===== src/rtl/input_decoder_fifo.sv =====
// First-word-fall-through FIFO between upstream command producers and the
// input decoder. Head word is read combinationally; empty/full are registered.
module input_decoder_fifo #(
  parameter int DATA_WIDTH = 32,
  parameter int ADDR_WIDTH = 3
) (
  input  logic                  clk,
  input  logic                  reset,
  input  logic                  write,
  input  logic                  read,
  input  logic [DATA_WIDTH-1:0] w_data,
  output logic [DATA_WIDTH-1:0] r_data,
  output logic                  empty,
  output logic                  full
);

  localparam int DEPTH = 2 ** ADDR_WIDTH;
  localparam int PTR_WIDTH = ADDR_WIDTH + 1;
  localparam logic [PTR_WIDTH-1:0] PTR_ONE = PTR_WIDTH'(1);
  localparam logic [PTR_WIDTH-1:0] DEPTH_COUNT = PTR_WIDTH'(DEPTH);

  logic [DATA_WIDTH-1:0] mem [DEPTH];

  logic [PTR_WIDTH-1:0] wptr_reg, wptr_next;
  logic [PTR_WIDTH-1:0] rptr_reg, rptr_next;
  logic [PTR_WIDTH-1:0] count_reg, count_next;
  logic                 empty_reg, empty_next;
  logic                 full_reg, full_next;
  logic                 push;
  logic                 pop;

  // Acceptance uses the registered flags, so a read on empty or a write on
  // full is simply dropped while the other request still proceeds.
  assign push = write & ~full_reg;
  assign pop  = read & ~empty_reg;

  always_comb begin
    wptr_next  = wptr_reg;
    rptr_next  = rptr_reg;
    count_next = count_reg;
    if (push) begin
      wptr_next = wptr_reg + PTR_ONE;
    end
    if (pop) begin
      rptr_next = rptr_reg + PTR_ONE;
    end
    case ({push, pop})
      2'b10:   count_next = count_reg + PTR_ONE;
      2'b01:   count_next = count_reg - PTR_ONE;
      default: count_next = count_reg;
    endcase
    empty_next = (count_next == '0);
    full_next  = (count_next == DEPTH_COUNT);
  end

  always_ff @(posedge clk or negedge reset) begin
    if (!reset) begin
      wptr_reg  <= '0;
      rptr_reg  <= '0;
      count_reg <= '0;
      empty_reg <= 1'b1;
      full_reg  <= 1'b0;
    end else begin
      wptr_reg  <= wptr_next;
      rptr_reg  <= rptr_next;
      count_reg <= count_next;
      empty_reg <= empty_next;
      full_reg  <= full_next;
    end
  end

  // Storage has no reset; stale words become unreachable once pointers clear.
  always_ff @(posedge clk) begin
    if (push) begin
      mem[wptr_reg[ADDR_WIDTH-1:0]] <= w_data;
    end
  end

  assign r_data = mem[rptr_reg[ADDR_WIDTH-1:0]];
  assign empty  = empty_reg;
  assign full   = full_reg;

endmodule


===== config.mk =====
export PLATFORM = sky130hd
export DESIGN_NAME = input_decoder_fifo
export DESIGN_NICKNAME = d
export VERILOG_FILES = /design/src/rtl/input_decoder_fifo.sv
export SDC_FILE = /design/constraint.sdc
export NUM_CORES = 1
export LEC_CHECK = 0
export ABC_AREA = 1
export CORE_MARGIN = 4
export CORE_UTILIZATION = 25
export DETAILED_ROUTE_END_ITERATION = 7
export GPL_ROUTABILITY_DRIVEN = 0
export SLEW_MARGIN = 30
export SYNTH_ARGS = -nofsm -noshare
export SYNTH_HDL_FRONTEND = slang
export SYNTH_SLANG_ARGS = --single-unit
export TNS_END_PERCENT = 10

===== constraint.sdc =====
create_clock -name clk -period 3.54 [get_ports clk]
set_input_delay 0.708 -clock clk [delete_from_list [all_inputs] [get_ports clk]]
set_output_delay 0.708 -clock clk [all_outputs]
set_load 0.05 [all_outputs]

After elaboration in Yosys (flattened, before gate mapping)
Memory sizes are Yosys's and may differ from the RTL's.
Cells that the tools add are included.
Widths: inputs -> output; s select.
{"block": "op_classes", "eq_ne": 3, "n_addsub": 4, "muxes": 3, "reduce_logical": 1, "bitwise": 4}
{"cell": "$add 4x1->4 const B", "count": 3}
{"cell": "$pmux 4 s2", "count": 1}
{"cell": "$eq 4x4->1 const B", "count": 1}
{"cell": "$logic_not 4->1", "count": 1}
{"cell": "$sub 4x1->4 const B", "count": 1}
{"cell": "$and 1x1->1", "count": 2}
{"cell": "$eq 2x1->1 const B", "count": 1}
{"cell": "$eq 2x2->1 const B", "count": 1}
{"cell": "$mux 1", "count": 2}
{"cell": "$not 1->1", "count": 2}
{"block": "totals", "memories": 1, "register_bits": 14, "wordCells": 21, "output_inout_bits": 34, "input_bits": 36, "ram_bits": 256}
{"memory": "mem", "words": 8, "width": 32, "read_ports": 1, "rd_ports_with_merged_regs": 0, "write_ports": 1, "line_no": "22", "source": "logic [DATA_WIDTH-1:0] mem [DEPTH];"}

Logic depth before layout (Yosys ltp)
{"block": "depth", "word_depth": 5, "depth_mapped": 12, "ltp_nobuf": 12}

Least setup slack after synthesis
No wires, ideal clock.
{"block": "synth_path", "kind": "input port to flip-flop", "from": "input port write", "to": "memory mem[0][0], enable pin", "required_time_ns": 3.119, "arrival_ns": 2.483, "setup_time_ns": 0.421, "setup_slack_ns": 0.636, "path_buffers": 0, "cell_stages": 3, "cell_sequence": "nand2_2 > or2_2 > nor2_1"}
{"block": "synth_via", "elab_chain_len": 3}
{"item": "start: declaration", "line_no": "9", "source": "input logic write,"}
{"item": "$and 1x1->1", "line_no": "34", "source": "assign push = write & ~full_reg;"}
{"item": "$mux 1", "line_no": "74", "source": "if (push) begin"}
{"item": "$mux 1 (implied by the code)", "line_no": "75", "source": "mem[wptr_reg[ADDR_WIDTH-1:0]] <= w_data;"}
{"item": "end: declaration", "line_no": "22"}
No other way between the ends.

Worst setup path in the final report
{"block": "layout_path", "from": "register rptr_reg[0]", "to": "output port r_data[10]"}
{"block": "layout_via", "elab_chain_len": 1}
{"item": "start: declaration", "line_no": "25", "source": "logic [PTR_WIDTH-1:0] rptr_reg, rptr_next;"}
{"item": "start signal: assignment", "line_no": "65", "source": "rptr_reg <= rptr_next;"}
{"item": "$mem_v2 8x32"}
{"item": "end: declaration", "line_no": "12", "source": "output logic [DATA_WIDTH-1:0] r_data,"}
No other way between the ends.

==> impl_metrics.yaml <==
status:
  status: "complete, no violations"
worst_hold_path:
  hold_path_end: "wptr_reg[0]$_DFFE_PN0P_"
  hold_start: "wptr_reg[0]$_DFFE_PN0P_"
  hold_path_depth: 2
  hold_path.class: "flop to flop"
sta:
  max_slew.worst_pin.slew_ps: 595
  tns_ps: 0
  rsz0062_at_grt: "false"
  slew_violations: 0
  skew_ps: 8.86
  timing.final.ws_setup_ps: 259
  max_freq_ghz: 0.305
  hold_viol: 0
  period_needed_ps: 3280
  relSlewSlack_pct: 60.3
  finalSetupViolCount: 0
  fin_crit_sh_pct: 92.7
synth:
  ys_seq_area_share_pct: 75.5
  synth_cell_types: 26
  ys_seq_elements: 268
  syn_inst: 815
  yosysWarnings: 0
  synth_nets: 855
  syn_avg_cell_area_sq_um: 13.0
  synth_area_sq_um: 10600
floorplanning:
  start_util_pct: 25.3
  floorplan.core_area_sq_um: 41900
  fp.dieArea_sq_um: 45700
  io_pins: 70
  die-width_um: 214
  die_h_um: 214
  rows: 75
routing:
  drc_errors: 0
  ant_nets: 0
  first_pass_iters: 5
  dr_total_vias: 6407
  routed_wl_mm: 24.4
  viasPerCell: 4.44
  drtIter0Drc: 566
  routedWlPerCell_um: 16.9
finish:
  drive_above_1_share_pct: 12.7
  area_delta_synth_final_pct: 24.5
  largest_register_ffs: 256
  n_fill_cell: 4144
  diodes: 0
  nNetsFinal: 925
  final_common_cell: "edfxtp_1"
  final_cell_mix: "edfxtp_1, nor2_1, o21ai_0, buf_12, clkdlybuf4s50_1"
critical_path:
  r2r_slack_ps: 1530
  path_max_fanout: 68
  timing.rr.start: "full$_DFF_PN0_"
  rr_worst_depth: 5
  endpoint_kind: "output pin"
  criticalPathCategory: "flop to output pin"
  required_ps: 2830
  arrival_ps: 2570
  r2r_end: "mem[0][10]$_DFFE_PP_"
  critPathLaunchType: "flop"
global_route:
  grt_overflow: 0
  track_usage_pct: 10.5
  antenna_found_initial: 1
  grt_pass1_vias: 6330
  grt_max_degree: 69
  grt_pass1_wl_mm: 37.5
clock_network:
  cts_tree: "yes"
  clkTransAtPathRegs_ps: 60
  htreeDepth: 1
  clock-sinks: 268
  worstSkewPairLatency_ps: 520
  hold_buffers: 0
  root_buffer: "clkbuf_16"
  clock_tree.buffer_depth: 3
  cts_made_buffers: 26
placement:
  dp_slack_ps: 700
  dp_hpwl_mm: 13.7
  io_buffers: 69
power_and_ir_drop:
  max-vdd-ir-drop_v: 0.000483
  p_leak_nw: 4.36
  powerDensity_nw_per_um2: 980
run:
  cap_viol_max_count: 0
## cells by family after synthesis
kind of cell / share of synthesized area [%]
compound gates: 10.1
xor+xnor: 0.414
fa+ha+maj: 0.473
buf+inv: 3.13
flops: 75.5
simple gates: 10.4
## worst max-delay path: stages, from the launching register on
cell and delay [ps]:
dfrtp_4 620, inv_4 230, buf_12 290, o21ai_0 120
o22ai_1 110, nor2_1 50, a31oi_1 380, buf_12 200
## metal layers
metal	track usage [%]	wire [um]
met1	15.3	11200
met5	0	13
met3	2.21	1440
met2	16.5	11400
met4	1.88	363
## power breakdown
part / leakage (nW) / switching (W) / internal (W)
clock: 0.404 / 0.00115 / 0.00154
combinational: 1.49 / 0.00375 / 0.00232
sequential: 2.46 / 0.000172 / 0.00399
## stage by stage
stage / cells / hold slack [ps] / utilization (%) / total power [W] / cell area, sq um
after global routing: 1443 / 580 / 31.5 / 0.0137 / 13200
final: 1443 / 533 / 31.5 / 0.0129 / 13200
after floorplan: 815 / 412 / - / 0.00772 / 10600
after global placement: 1395 / 516 / 29.5 / 0.0103 / 12300
after CTS: 1442 / 540 / 31.4 / 0.0131 / 13200
after detailed placement: 1395 / 522 / 29.5 / 0.0104 / 12300
## cells in the mapped netlist
master    count  area (sq um)
o21ai_2       1          8.76
or2_2         2          12.5
inv_1        12          45.0
dfstp_2       1          26.3
nand3_1       7          35.0
ha_1          4          50.1
o21ai_1      13          65.1
nand2_2       4          25.0
o22ai_1      32           200
nor2_1      236           886
edfxtp_1    256          7690
a31oi_1      32           200
or2_1         1          6.26
a21oi_1       1          5.00
nand3_2       2          20.0
buf_4        10          75.1
xor2_1        3          26.3
o21ai_0     118           591
nand2_1      25          93.8
clkbuf_1     23          86.3
nor2_8        1          20.0
xnor2_1       2          17.5
dfrtp_1      11           275
buf_6         6          67.6
buf_2        10          50.1
inv_2         2          7.51
## area by class of cell
cell class | count | area [sq um] | area share [%]
Sequential cell | 268 | 7990 | 60.7
Multi-Input combinational cell | 484 | 2320 | 17.6
Tap cell | 539 | 674 | 5.12
Inverter | 14 | 55.1 | 0.418
Clock inverter | 14 | 124 | 0.940
Clock buffer | 33 | 698 | 5.30
Timing Repair Buffer | 91 | 1310 | 9.93
## repair_timing
action                     CTS  global route
setup endpoints to repair    0             2
gates resized for setup      0             0
setup buffers                0             1
## how the worst max path moves through the flow
stage	endpoint	slack, ps	cells after the start	start
2_1_floorplan	mem[0][0]$_DFFE_PP_	640	3	write
3_3_place_gp	r_data[6]	750	7	rptr_reg[0]$_DFFE_PN0P_
3_5_place_dp	r_data[17]	700	7	rptr_reg[0]$_DFFE_PN0P_
4_1_cts	r_data[17]	140	7	rptr_reg[0]$_DFFE_PN0P_
5_1_grt	r_data[19]	100	7	rptr_reg[0]$_DFFE_PN0P_
6_report	r_data[10]	260	7	rptr_reg[0]$_DFFE_PN0P_
No activity file was read; power rests on OpenSTA's default activity.
